`src/rtl/rv32i_pkg.sv`:
```
// ---------------------------------------------------------------------------
// rv32i_pkg
// Shared definitions for the RV32I load/store unit: XLEN, funct3 width/sign
// encodings, the LSU state enum, the access-size enum, and small helpers
// that decode funct3 into an access size and flag encodings outside the
// load/store set.
// ---------------------------------------------------------------------------
package rv32i_pkg;

    localparam int XLEN = 32;

    localparam logic [2:0] F3_B  = 3'b000;
    localparam logic [2:0] F3_H  = 3'b001;
    localparam logic [2:0] F3_W  = 3'b010;
    localparam logic [2:0] F3_BU = 3'b100;
    localparam logic [2:0] F3_HU = 3'b101;

    typedef enum logic [1:0] {IDLE, BUSY, RESP} lsu_state_e;

    typedef enum logic [1:0] {SZ_B, SZ_H, SZ_W} lsu_size_e;

    // Any encoding that is not a byte or half access falls back to a word
    // access. This is how bad funct3 values behave when they are not trapped.
    function automatic lsu_size_e f3_size(input logic store, input logic [2:0] f3);
        if (f3 == F3_B || (!store && f3 == F3_BU)) return SZ_B;
        if (f3 == F3_H || (!store && f3 == F3_HU)) return SZ_H;
        return SZ_W;
    endfunction

    // Stores have no unsigned variants, so BU/HU are also bad on a store.
    function automatic logic f3_bad(input logic store, input logic [2:0] f3);
        if (store) return !(f3 inside {F3_B, F3_H, F3_W});
        return !(f3 inside {F3_B, F3_H, F3_W, F3_BU, F3_HU});
    endfunction

endpackage

```
`src/rtl/lsu_align_rv32i.sv`:
```
// ---------------------------------------------------------------------------
// lsu_align_rv32i
// Purely combinational lane logic for the RV32I LSU.
//   Store path: funct3 + address offset -> byte strobes and replicated data.
//   Load path : funct3 + address offset + read word -> sign/zero extended data.
// Optional macro LSU_MISALIGN_TRAP_EN:
//   defined   - misaligned half/word accesses are flagged on 'misaligned'.
//   undefined - they are aligned down (half: off & 2'b10, word: off = 0)
//               and 'misaligned' is tied to 0.
// Ports:
//   store      in   1 = store access, 0 = load access
//   funct3     in   RV32I width/sign field
//   off        in   address bits [1:0]
//   wdata      in   rs2 store data
//   rdata      in   word read from memory
//   wstrb      out  byte-lane strobes for a store
//   wdata_lane out  store data replicated onto the active lanes
//   rdata_ext  out  extracted and extended load data
//   misaligned out  access violates natural alignment (trap build only)
// ---------------------------------------------------------------------------
module lsu_align_rv32i
    import rv32i_pkg::*;
(
    input  logic            store,
    input  logic [2:0]      funct3,
    input  logic [1:0]      off,
    input  logic [XLEN-1:0] wdata,
    input  logic [XLEN-1:0] rdata,
    output logic [3:0]      wstrb,
    output logic [XLEN-1:0] wdata_lane,
    output logic [XLEN-1:0] rdata_ext,
    output logic            misaligned
);

    lsu_size_e  size;
    logic [1:0] eff_off;
    logic [7:0] byte_sel;
    logic [15:0] half_sel;

    always_comb begin
        // NOTE: every output gets a default first so no latch is inferred.
        size       = f3_size(store, funct3);
        eff_off    = off;
        misaligned = 1'b0;
        wstrb      = 4'b1111;
        wdata_lane = wdata;
        rdata_ext  = rdata;

        case (size)
            SZ_H: begin
`ifdef LSU_MISALIGN_TRAP_EN
                misaligned = off[0];
`else
                eff_off = {off[1], 1'b0};
`endif
            end
            SZ_W: begin
`ifdef LSU_MISALIGN_TRAP_EN
                misaligned = (off != 2'b00);
`else
                eff_off = 2'b00;
`endif
            end
            default: ;
        endcase

        byte_sel = rdata[{eff_off, 3'b000} +: 8];
        half_sel = rdata[{eff_off[1], 4'b0000} +: 16];

        // funct3[2] distinguishes the unsigned loads (BU/HU).
        case (size)
            SZ_B: begin
                wstrb      = 4'b0001 << eff_off;
                wdata_lane = {4{wdata[7:0]}};
                rdata_ext  = funct3[2] ? {24'b0, byte_sel} : {{24{byte_sel[7]}}, byte_sel};
            end
            SZ_H: begin
                wstrb      = 4'b0011 << eff_off;
                wdata_lane = {2{wdata[15:0]}};
                rdata_ext  = funct3[2] ? {16'b0, half_sel} : {{16{half_sel[15]}}, half_sel};
            end
            default: ;
        endcase
    end

endmodule

```
`src/rtl/lsu_rv32i.sv`:
```
// ---------------------------------------------------------------------------
// lsu_rv32i
// RV32I load/store unit sitting after the ALU adder. Accepts one request,
// issues a single word-aligned memory transaction with byte strobes, waits
// for mem_ack (bounded by TIMEOUT_CYCLES) and returns extended load data.
// The core stalls while req_ready is low; there is no back-to-back issue.
// Optional macro LSU_MISALIGN_TRAP_EN: misaligned half/word accesses give
// an error response instead of being aligned down.
// Parameters:
//   TIMEOUT_CYCLES  BUSY cycles to wait for mem_ack (1..65535)
//   ERR_ON_BAD_F3   1: unknown funct3 errors; 0: treated as a word access
// Ports:
//   clk, rst_n                          clock, async active-low reset
//   req_valid/req_ready                 request handshake
//   req_store, req_funct3, req_addr,
//   req_wdata                           request payload
//   mem_req, mem_we, mem_addr,
//   mem_wstrb, mem_wdata                memory request (held during BUSY)
//   mem_ack, mem_rdata                  memory completion and read word
//   rsp_valid, rsp_rdata, rsp_err       one-cycle response
// ---------------------------------------------------------------------------
module lsu_rv32i
    import rv32i_pkg::*;
#(
    parameter int unsigned TIMEOUT_CYCLES = 255,
    parameter bit          ERR_ON_BAD_F3  = 1'b1
) (
    input  logic            clk,
    input  logic            rst_n,
    input  logic            req_valid,
    output logic            req_ready,
    input  logic            req_store,
    input  logic [2:0]      req_funct3,
    input  logic [XLEN-1:0] req_addr,
    input  logic [XLEN-1:0] req_wdata,
    output logic            mem_req,
    output logic            mem_we,
    output logic [XLEN-1:0] mem_addr,
    output logic [3:0]      mem_wstrb,
    output logic [XLEN-1:0] mem_wdata,
    input  logic            mem_ack,
    input  logic [XLEN-1:0] mem_rdata,
    output logic            rsp_valid,
    output logic [XLEN-1:0] rsp_rdata,
    output logic            rsp_err
);

    localparam logic [15:0] CNT_LAST = 16'(TIMEOUT_CYCLES - 1);

    lsu_state_e  state;
    logic [15:0] cnt;
    logic        cap_store;
    logic [2:0]  cap_f3;
    logic [1:0]  cap_off;

    // One aligner serves both paths: in IDLE it sees the incoming request
    // (store lanes, alignment check); afterwards it sees the captured request
    // so the load path can extract from mem_rdata.
    logic            al_store;
    logic [2:0]      al_f3;
    logic [1:0]      al_off;
    logic [3:0]      al_wstrb;
    logic [XLEN-1:0] al_wdata;
    logic [XLEN-1:0] al_rdata;
    logic            al_misaligned;
    logic            req_legal;

    assign al_store = (state == IDLE) ? req_store     : cap_store;
    assign al_f3    = (state == IDLE) ? req_funct3    : cap_f3;
    assign al_off   = (state == IDLE) ? req_addr[1:0] : cap_off;

    lsu_align_rv32i u_align (
        .store      (al_store),
        .funct3     (al_f3),
        .off        (al_off),
        .wdata      (req_wdata),
        .rdata      (mem_rdata),
        .wstrb      (al_wstrb),
        .wdata_lane (al_wdata),
        .rdata_ext  (al_rdata),
        .misaligned (al_misaligned)
    );

    assign req_legal = !(ERR_ON_BAD_F3 && f3_bad(req_store, req_funct3)) && !al_misaligned;

    always_ff @(posedge clk or negedge rst_n) begin
        if (!rst_n) begin
            state     <= IDLE;
            cnt       <= '0;
            cap_store <= 1'b0;
            cap_f3    <= '0;
            cap_off   <= '0;
            req_ready <= 1'b1;
            mem_req   <= 1'b0;
            mem_we    <= 1'b0;
            mem_addr  <= '0;
            mem_wstrb <= '0;
            mem_wdata <= '0;
            rsp_valid <= 1'b0;
            rsp_rdata <= '0;
            rsp_err   <= 1'b0;
        end else begin
            // NOTE: sequential state uses non-blocking assignments only.
            case (state)
                IDLE: begin
                    if (req_valid) begin
                        cap_store <= req_store;
                        cap_f3    <= req_funct3;
                        cap_off   <= req_addr[1:0];
                        req_ready <= 1'b0;
                        if (req_legal) begin
                            state     <= BUSY;
                            cnt       <= '0;
                            mem_req   <= 1'b1;
                            mem_we    <= req_store;
                            mem_addr  <= {req_addr[XLEN-1:2], 2'b00};
                            mem_wstrb <= req_store ? al_wstrb : 4'b0000;
                            mem_wdata <= req_store ? al_wdata : '0;
                        end else begin
                            state     <= RESP;
                            rsp_valid <= 1'b1;
                            rsp_err   <= 1'b1;
                            rsp_rdata <= '0;
                        end
                    end
                end
                BUSY: begin
                    // Ack is tested first so it wins over a saturating counter.
                    if (mem_ack || cnt == CNT_LAST) begin
                        state     <= RESP;
                        mem_req   <= 1'b0;
                        mem_we    <= 1'b0;
                        mem_addr  <= '0;
                        mem_wstrb <= '0;
                        mem_wdata <= '0;
                        rsp_valid <= 1'b1;
                        rsp_err   <= !mem_ack;
                        rsp_rdata <= (mem_ack && !cap_store) ? al_rdata : '0;
                    end else begin
                        cnt <= cnt + 16'd1;
                    end
                end
                RESP: begin
                    state     <= IDLE;
                    req_ready <= 1'b1;
                    rsp_valid <= 1'b0;
                    rsp_err   <= 1'b0;
                    rsp_rdata <= '0;
                end
                default: state <= IDLE;
            endcase
        end
    end

endmodule
```
`config.mk`:
```
export PLATFORM = sky130hd
export DESIGN_NAME = lsu_rv32i
export DESIGN_NICKNAME = d
export VERILOG_FILES = /design/src/rtl/rv32i_pkg.sv /design/src/rtl/lsu_align_rv32i.sv /design/src/rtl/lsu_rv32i.sv
export SDC_FILE = /design/constraint.sdc
export NUM_CORES = 1
export LEC_CHECK = 0
export ABC_AREA = 1
export CORE_AREA = 8 8 189 137
export DETAILED_ROUTE_END_ITERATION = 10
export DIE_AREA = 0 0 197 145
export PLACE_DENSITY = 0.6
export SYNTH_ARGS = -nofsm -noshare
export SYNTH_HDL_FRONTEND = slang
export SYNTH_SLANG_ARGS = --single-unit
```
`constraint.sdc`:
```
create_clock -name clk -period 3.4 [get_ports clk]
set_clock_uncertainty 0.15 [all_clocks]
set_input_delay 0.34 -clock clk [delete_from_list [all_inputs] [get_ports clk]]
set_output_delay 0.34 -clock clk [all_outputs]
set_load 0.02 [all_outputs]
```
==> results of run 1 <==
## logic make-up (layout without fill, tap and decap cells)
| group | count (synthesis) | after routing | synth area share (%) |
|---|---|---|---|
| buffers and inverters | 115 | 325 | 7.382 |
| AND/OR/NAND/NOR | 464 | 464 | 31.03 |
| XOR/XNOR | 8 | 8 | 1.077 |
| AO/OA/AOI/OAI | 141 | 141 | 11.03 |
| adder cells (fa/ha/maj) | 3 | 3 | 0.5768 |
| flip-flops | 127 | 127 | 48.85 |
| other | 1 | 2 | 0.05761 |
## worst register-to-register path, delay by kind of cell, from the launching register on
kind | cells | cell delay [ns]
adders and majority gates | 1 | 0.40
and+or+nand+nor | 5 | 0.67
AOI/OAI and AO/OA | 5 | 1.22
DFF | 1 | 0.47
buffers and inverters | 2 | 0.18
## per-layer routing
metal | GRT usage (%) | share of wire [%] | wire [um]
met5 | 0 | 0 | 0
met4 | 3.977 | 0.71 | 164
met1 | 24.05 | 50 | 11630
met2 | 22.37 | 41 | 9648
met3 | 4.713 | 7.8 | 1808
## through the flow
stage	util [%]	hold slack, ns	worst slack, ns	power, mW	instances
floorplan	-	-0.1056	0.3964	5.344	860
finish	41.20	0.3245	0.2727	9.002	1388
detailed placement	38.56	0.2520	0.1692	7.265	1355
CTS	41.17	0.3153	0.1424	9.141	1388
global placement	38.56	0.2520	0.2519	7.225	1355
global route	41.20	0.3277	0.004691	9.697	1388
## power breakdown
part	internal (mW)	switching [mW]	leakage, nW	total [mW]
logic	1.73	3.07	2.51	4.80
registers	2.05	0.321	1.69	2.37
clock network	0.989	0.841	0.291	1.83
## state kept, by name (all words and copies together) (netlist names), 2 cells and up
| name | flops |
|---|---|
| cnt | 16 |
| cap_f3 | 3 |
| state | 2 |
| cap_off | 2 |
| rsp_rdata | 32 |
| mem_wdata | 32 |
| mem_addr | 30 |
| mem_wstrb | 4 |
## final timing paths
path                               startpoint             to  slack (ns)  depth (start not counted)
worst min register to register  mem_wdata[23]  mem_wdata[23]        0.32                          2
min in group asynchronous               rst_n   mem_wdata[2]        0.35                          2
worst max-delay path                 state[1]   rsp_rdata[6]        0.27                         13
worst max register to register       state[1]   rsp_rdata[6]        0.27                         13
worst min-delay path            mem_wdata[23]  mem_wdata[23]        0.32                          2
max in group asynchronous               rst_n      req_ready        1.99                          3
## final cells by class
| cell class | count | area, sq um | share of cell area (%) |
|---|---|---|---|
| Tap cell | 318 | 397.9 | 4.190 |
| Sequential cell | 127 | 3179 | 33.48 |
| Inverter | 76 | 285.3 | 3.004 |
| Timing Repair Buffer | 217 | 2173 | 22.89 |
| Clock inverter | 15 | 166.4 | 1.752 |
| Multi-Input combinational cell | 618 | 2869 | 30.21 |
| Clock buffer | 17 | 425.4 | 4.480 |
## repair_timing
| action | 4_1_cts | 5_1_grt |
|---|---|---|
| endpoints found under the hold margin | 66 | 0 |
| buffers inserted | 0 | 0 |
| hold buffers | 1 | 0 |
| setup endpoints to repair | 0 | 23 |
| gates resized for setup | 0 | 1 |
## cells in the final DEF, fill, tap and decap left out, drive strengths merged
| cell | n |
|---|---|
| nor4 | 2 |
| clkdlybuf4s50 | 205 |
| nor2 | 48 |
| inv | 86 |
| dlygate4sd3 | 1 |
| nand3 | 89 |
| nand2 | 313 |
| nand4 | 6 |
| o21ai | 107 |
| nor3 | 6 |
| buf | 11 |
| a31oi | 1 |
| dfrtp | 126 |
| conb | 2 |
| ha | 3 |
| a21oi | 30 |
| dfstp | 1 |
| a21o | 2 |
| clkbuf | 17 |
| xor2 | 8 |
| clkinv | 5 |
| o31ai | 1 |
==> impl_metrics.tcl, run 1 <==
set metrics [dict create \
    diodes 0 \
    avgSynthCellArea_sq_um 7.577 \
    crit_path_top_delay_cell "o21ai_1" \
    final_layout_size_suffix_gt1_share_pct 7.290 \
    p_leak_nw 4.491 \
    ir_worst_vdd_v 0.0004559 \
    max_stage_delay_ns 0.51 \
    rows 47 \
    path_common_cell "o21ai_0" \
    rsz0062_at_grt "no" \
    cts_tree "built" \
    postRouteAntennaNets 0 \
    clock-root-buffer "clkbuf_16" \
    crit_family "compound AO/OA/AOI/OAI gates" \
    yosysMostFrequentCell "nand2_1" \
    clock.fmax_mhz 319.8 \
    start_kind "flop" \
    core_sq_um 23050 \
    drc 0 \
    drt_pass1_iterations 5 \
    area_growth_pct 45.91 \
    ys_types 33 \
    dpl_cell_area_sq_um 8890 \
    die_w_um 197 \
    yosys_warnings 0 \
    grt_pass1_vias 6200 \
    path_clk_slew_ns 0.07 \
    tightest_slew_ns 0.7381 \
    drt-initial-drc-count 401 \
    path_max_fanout 7 \
    ys_ff_latch 127 \
    initial_core_util_pct 28.23 \
    synth_edf_count 0 \
    status "completed" \
    p_per_area_nw_per_um2 947.9 \
    grt_usage_pct 16.18 \
    totalWireLength_mm 23.26 \
    synth_area_leaders "dfrtp_1 48%, nand2_1 17%, o21ai_0 8.0%" \
    yosysTopAreaCellShare_pct 48.44 \
    vias 6414 \
    cp_cell_sequence "o21ai_0, nand2_1, nor2_4, nand2_4, ha_1, inv_1, nand3_1, inv_1, o21ai_1, o21ai_0, a21oi_1, o21ai_0, nand2_1" \
    final_nets 1164 \
    die_y_um 145 \
    gp_congestion 0.8463 \
    grt.overflow.total 0 \
    yosys-top-cells-count "294 x nand2_1, 126 x dfrtp_1, 104 x o21ai_0" \
    hpwl_mm 16.95 \
    crit_path_end_kind "flop" \
    fin_area_sq_um 9497 \
    clock_latency_ns 0.42 \
    seq_area_frac_synth_pct 48.85 \
    timing_hold_violations_final 0 \
    synth_top_area_cell "dfrtp_1" \
    fillers 2378 \
    antenna_found_initial 0 \
    slew_viol_final 0 \
    ios 209 \
    clkSinkCount 127 \
    grt_start_max_net_pins 69 \
    routedWlPerCell_um 16.75 \
    critPathKind "flop to flop" \
    ys.flop_type "dfrtp_1" \
    h-tree-depth 4 \
    cts_buffers 17 \
    die_area_sq_um 28570 \
    synthCells 859 \
    setup_tns_ns 0 \
    synth_area_sq_um 6509 \
    via_per_inst 4.621 \
    worstHoldPathType "flop to flop" \
    grt_first_pass_wirelength_mm 36.82 \
    async_reset_ff_share_pct 100.0 \
    critPathRequiredTime_ns 3.61 \
    post-route-period-util_pct 91.98 \
    cts_max_path_buffers 2 \
    crit_arrival_ns 3.34 \
    drv_cap 0 \
    cp.buffers_inverters 2 \
    io_buffers 206 \
    setup-violations-final 0 \
    slew_headroom_pct 50.79 \
    post-route-min-period_ns 3.127 \
]
Power figures use the tool's default switching activity.
==> inputs of run 2 (changes only) <==
- clock period: 3.4 -> 3.8 ns (I/O delays scaled with it)
==> run 2 against run 1 <==
Critical path depth is 2 higher. Design area is 0.25% lower. Clock power is 7% lower. Worst hold slack worse by 0.0050 ns. Fmax is 3.4% lower. Clock-buffer cell count is 3 higher. Largest cell class unchanged.
==> impl_metrics.tcl, run 2 (synthesis gave the netlist of run 1 again) <==
set metrics [dict create \
    setup-violations-final 0 \
    die_area_sq_um 28570 \
    status "completed" \
    rows 47 \
    layout_commonest_cell "nand2_1" \
    fillers 2369 \
    drv_cap 0 \
    start_kind "flop" \
    final_cell_mix "293 x nand2_1, 205 x clkdlybuf4s50_1, 126 x dfrtp_1, 104 x o21ai_0, 88 x nand3_1" \
    area_growth_pct 45.54 \
    tightest_slew_ns 0.9797 \
    totalWireLength_mm 23.12 \
    cts_tree "built" \
    ir_worst_vdd_v 0.0005593 \
    drt_pass1_iterations 4 \
    final_nets 1163 \
    drc 0 \
    final_layout_size_suffix_gt1_share_pct 7.016 \
    grt_first_pass_wirelength_mm 36.34 \
    critPathKind "flop to flop" \
    path_clk_slew_ns 0.06 \
    min_path_cells 2 \
    clock.fmax_mhz 309.0 \
    max_stage_delay_ns 0.47 \
    cp.depth 15 \
    die_y_um 145 \
    cts_buffers 17 \
    routedWlPerCell_um 16.67 \
    drt-initial-drc-count 414 \
    register_area_sq_um 3179 \
    cts_resized 0 \
    vias 6354 \
    timing_hold_violations_final 0 \
    crit_path_top_delay_cell "nor2_2" \
    crit_family "simple AND/OR/NAND/NOR gates" \
    clock_latency_ns 0.42 \
    worstHoldPathType "flop to flop" \
    grt_pass1_vias 6176 \
    crit_arrival_ns 3.44 \
    cts_max_path_buffers 2 \
    diodes 0 \
    die_w_um 197 \
    via_per_inst 4.581 \
    grt_usage_pct 15.97 \
    grt_start_max_net_pins 99 \
    setup_tns_ns 0 \
    gp_congestion 0.8297 \
    critPathRequiredTime_ns 4.01 \
    top_regs "mem_wdata: 32 flops, rsp_rdata: 32 flops, mem_addr: 30 flops" \
    path_max_fanout 11 \
    initial_core_util_pct 28.23 \
    hpwl_mm 16.49 \
    post-route-min-period_ns 3.236 \
    dpl_cell_area_sq_um 8857 \
    core_sq_um 23050 \
    slew_viol_final 0 \
    io_buffers 206 \
    multi_input_area_sq_um 2864 \
    clock-root-buffer "clkbuf_16" \
    p_leak_nw 4.475 \
    grt.overflow.total 0 \
    post-route-period-util_pct 85.16 \
    rsz0062_at_grt "no" \
    clkSinkCount 127 \
    fin_area_sq_um 9473 \
    path_common_cell "nand2_1" \
    postRouteAntennaNets 0 \
    antenna_found_initial 1 \
    p_per_area_nw_per_um2 855.4 \
    cp_cell_sequence "nor2_2, nand2_1, nand2_1, nand2_2, nand2_2, inv_2, ha_1, inv_1, nand3_1, inv_1, o21ai_1, o21ai_0, a21oi_1, o21ai_0, nand2_1" \
    ios 209 \
    reg2reg_depth 15 \
    slew_headroom_pct 34.69 \
    crit_path_end_kind "flop" \
    h-tree-depth 4 \
    cp.buffers_inverters 3 \
]
run 2: cell count changes in the layout (fill, tap and decap cells not counted), sizes merged:
cell	before	now
buf	11	10
bufinv	0	3
clkbuf	17	20
clkinv	5	4
clkinvlp	0	2
inv	86	79
run 2: final timing paths:
check	from	endpoint	slack, ns
max	state[1]	rsp_rdata[6]	0.56
min	mem_we	mem_we	0.32
max reg2reg	state[1]	rsp_rdata[6]	0.56
min reg2reg	mem_we	mem_we	0.32
max in group asynchronous	rst_n	mem_addr[8]	2.15
min in group asynchronous	rst_n	mem_wdata[3]	0.47
run 2: where the power goes:
group	internal, mW	switching (mW)
registers	1.84	0.284
clock network	1.06	0.655
logic	1.53	2.75
run 2: cell type report:
cell class | instances | share of cell area, %
tap | 318 | 4.200
clock buffer | 20 | 4.715
sequential | 127 | 33.56
multi-input combinational | 618 | 30.23
inverter | 76 | 3.011
timing repair buffer | 216 | 22.60
clock inverter | 12 | 1.677
run 2: per-stage QoR:
stage	utilization [%]	instances	setup slack [ns]	power (mW)	hold slack, ns
2_1_floorplan	-	860	0.7964	4.782	-0.06559
3_3_place_gp	38.42	1354	0.6453	6.441	0.3035
3_5_place_dp	38.42	1354	0.5731	6.456	0.3078
4_1_cts	41.09	1387	0.5517	8.210	0.3231
5_1_grt	41.09	1387	0.3250	8.694	0.3455
6_report	41.09	1387	0.5638	8.103	0.3195
run 2: worst reg2reg max path: stages (launching register included):
cell and delay [ns]:
dfrtp_1 0.45, nor2_2 0.47, nand2_1 0.12, nand2_1 0.11, nand2_2 0.09, nand2_2 0.08, inv_2 0.04, ha_1 0.37
inv_1 0.08, nand3_1 0.19, inv_1 0.10, o21ai_1 0.47, o21ai_0 0.17, a21oi_1 0.13, o21ai_0 0.09, nand2_1 0.06
run 2: routing by layer:
metal  part of all wire, %  GRT usage [%]
met2                    41          22.54
met1                    50          23.23
met3                   8.3          5.199
met4                  0.66          3.377
met5                 0.056              0
run 2: repair_timing:
item	4_1_cts	5_1_grt
hold buffers	1	0
buffers inserted	0	0
endpoints found under the hold margin	52	0
setup endpoints to repair	0	0
==> inputs of run 3 (changes only) <==
- CORE_AREA: 8 8 189 137 -> 8 8 159 161
- DIE_AREA: 0 0 197 145 -> 0 0 167 169
==> run 3 against run 2 <==
Final cell count shrank 1.9%. Critical endpoint unchanged. Routed wire length shrank 4.5%. Via count shrank 1.1%.
==> impl_metrics.tcl, run 3 (synthesis gave the netlist of run 1 again) <==
set metrics [dict create \
    highest_layer "met4" \
    cts_buffers 17 \
    utilization_pct 41.24 \
    p_int_mw 4.431 \
    p_per_area_nw_per_um2 851.9 \
    crit_arrival_ns 3.41 \
    clock_latency_ns 0.41 \
    wl_met2_mm 10.02 \
    p_clk_share_pct 21.3 \
    timing_hold_violations_final 0 \
    setup-violations-final 0 \
    p_leak_nw 4.474 \
    via_per_inst 4.617 \
    antenna_found_initial 2 \
    area_growth_pct 45.16 \
    routed-wl-met3_mm 1.324 \
    totalWireLength_mm 22.09 \
    fillers 2308 \
    ios 209 \
    grt_pass1_vias 6173 \
    final_cell_mix "293 x nand2_1, 205 x clkdlybuf4s50_1, 126 x dfrtp_1, 104 x o21ai_0, 88 x nand3_1" \
    drt-initial-drc-count 472 \
    final_nets 1163 \
    power.switching_mw 3.618 \
    timing.final.ws_setup_ns 0.5989 \
    reg2reg_depth 15 \
    top_regs "mem_wdata: 32 flops, rsp_rdata: 32 flops, mem_addr: 30 flops" \
    gp_congestion 0.8638 \
    crit_path_end_kind "flop" \
    grt.overflow.total 0 \
    drv_cap 0 \
    worstHoldPathType "flop to flop" \
    grt_start_max_net_pins 99 \
    core_sq_um 22910 \
    dp_slack_ns 0.5667 \
    slew_headroom_pct 35.91 \
    grt_usage_pct 15.53 \
    cts_tree "built" \
    die_y_um 169 \
    setup_tns_ns 0 \
    initial_core_util_pct 28.41 \
    tightest_slew_ns 0.9613 \
    cts_resized 0 \
    drt_pass1_iterations 5 \
    critPathKind "flop to flop" \
    sw_frac_of_total_pct 44.95 \
    start_kind "flop" \
    path_clk_slew_ns 0.06 \
    critPathRequiredTime_ns 4.01 \
    power_frac_seq_pct 26.3 \
    grt_first_pass_wirelength_mm 35.00 \
    die_w_um 167 \
    final_layout_size_suffix_gt1_share_pct 7.203 \
    vias 6284 \
    rsz0062_at_grt "no" \
    clock-root-buffer "clkbuf_16" \
    cts_max_path_buffers 2 \
    met1Wirelength_mm 10.47 \
    routedWlPerCell_um 16.23 \
    postCtsSetupBuffers 0 \
    io_buffers 206 \
    status "completed" \
    comb_power_share_pct 52.3 \
    layout_commonest_cell "nand2_1" \
    clock.fmax_mhz 312.4 \
    min_path_cells 2 \
    clkSinkCount 127 \
    die_area_sq_um 28220 \
    rows 56 \
    hpwl_mm 15.88 \
    h-tree-depth 4 \
    post-route-period-util_pct 84.24 \
    slew_viol_final 0 \
    postRouteAntennaNets 0 \
    ir_worst_vdd_v 0.0003402 \
    post-route-min-period_ns 3.201 \
    path_max_fanout 11 \
    drc 0 \
]
==> run 3: cell types whose count changed in the layout (fill, tap and decap cells not counted), sizes merged <==
cell / delta
inv: -1
clkinvlp: +2
clkbuf: -1
diode: +2
==> run 3: area by class of cell <==
type                       instances  area (sq um)  share of cell area, %
inverter                          76         285.3                  3.019
timing repair buffer             216          2137                  22.62
tap                              290         362.8                  3.841
sequential                       127          3179                  33.65
clock inverter                    13         161.4                  1.708
multi-input combinational        618          2864                  30.31
antenna                            2         5.005                0.05297
clock buffer                      19         452.9                  4.794
==> run 3: per-layer routing <==
layer | track usage (%) | up-vias
li1 | - | 3151
met1 | 20.91 | 2911
met2 | 23.74 | 206
met3 | 4.356 | 16
met4 | 4.935 | 0
met5 | 0 | -
==> run 3: stage by stage <==
stage	power [mW]	hold slack (ns)	instances	area [sq um]
after floorplan	4.782	-0.06559	860	6513
after global placement	6.372	0.3052	1326	8818
after detailed placement	6.402	0.3086	1326	8818
after CTS	8.162	0.3234	1359	9443
after global routing	8.655	0.3378	1361	9448
final	8.048	0.3203	1361	9448
==> run 3: timing repair <==
action,CTS,global route
setup endpoints to repair,0,0
hold buffers,1,0
endpoints found under the hold margin,25,0
==> run 3: power by group through the flow <==
stage	clock (mW)	combinational, mW	sequential (mW)
floorplan	0	2.16	2.62
global placement	0	4.24	2.13
detailed placement	0	4.26	2.14
CTS	1.76	4.28	2.12
global route	1.83	4.64	2.19
finish	1.72	4.21	2.12
==> run 3: worst paths after layout <==
kind                               start      endpoint  slack [ns]
worst max-delay path            state[1]  rsp_rdata[6]        0.60
worst min-delay path             mem_req       mem_req        0.32
worst max register to register  state[1]  rsp_rdata[6]        0.60
worst min register to register   mem_req       mem_req        0.32
max in group asynchronous          rst_n     req_ready        2.00
min in group asynchronous          rst_n  mem_wdata[0]        0.48
==> run 3: worst max-delay path: stages (launching register included) <==
cell and delay (ns):
dfrtp_1 0.45, nor2_2 0.43, nand2_1 0.10, nand2_1 0.12, nand2_2 0.08, nand2_2 0.08
inv_2 0.04, ha_1 0.37, inv_1 0.08, nand3_1 0.19, inv_1 0.10, o21ai_1 0.47
o21ai_0 0.18, a21oi_1 0.15, o21ai_0 0.09, nand2_1 0.06
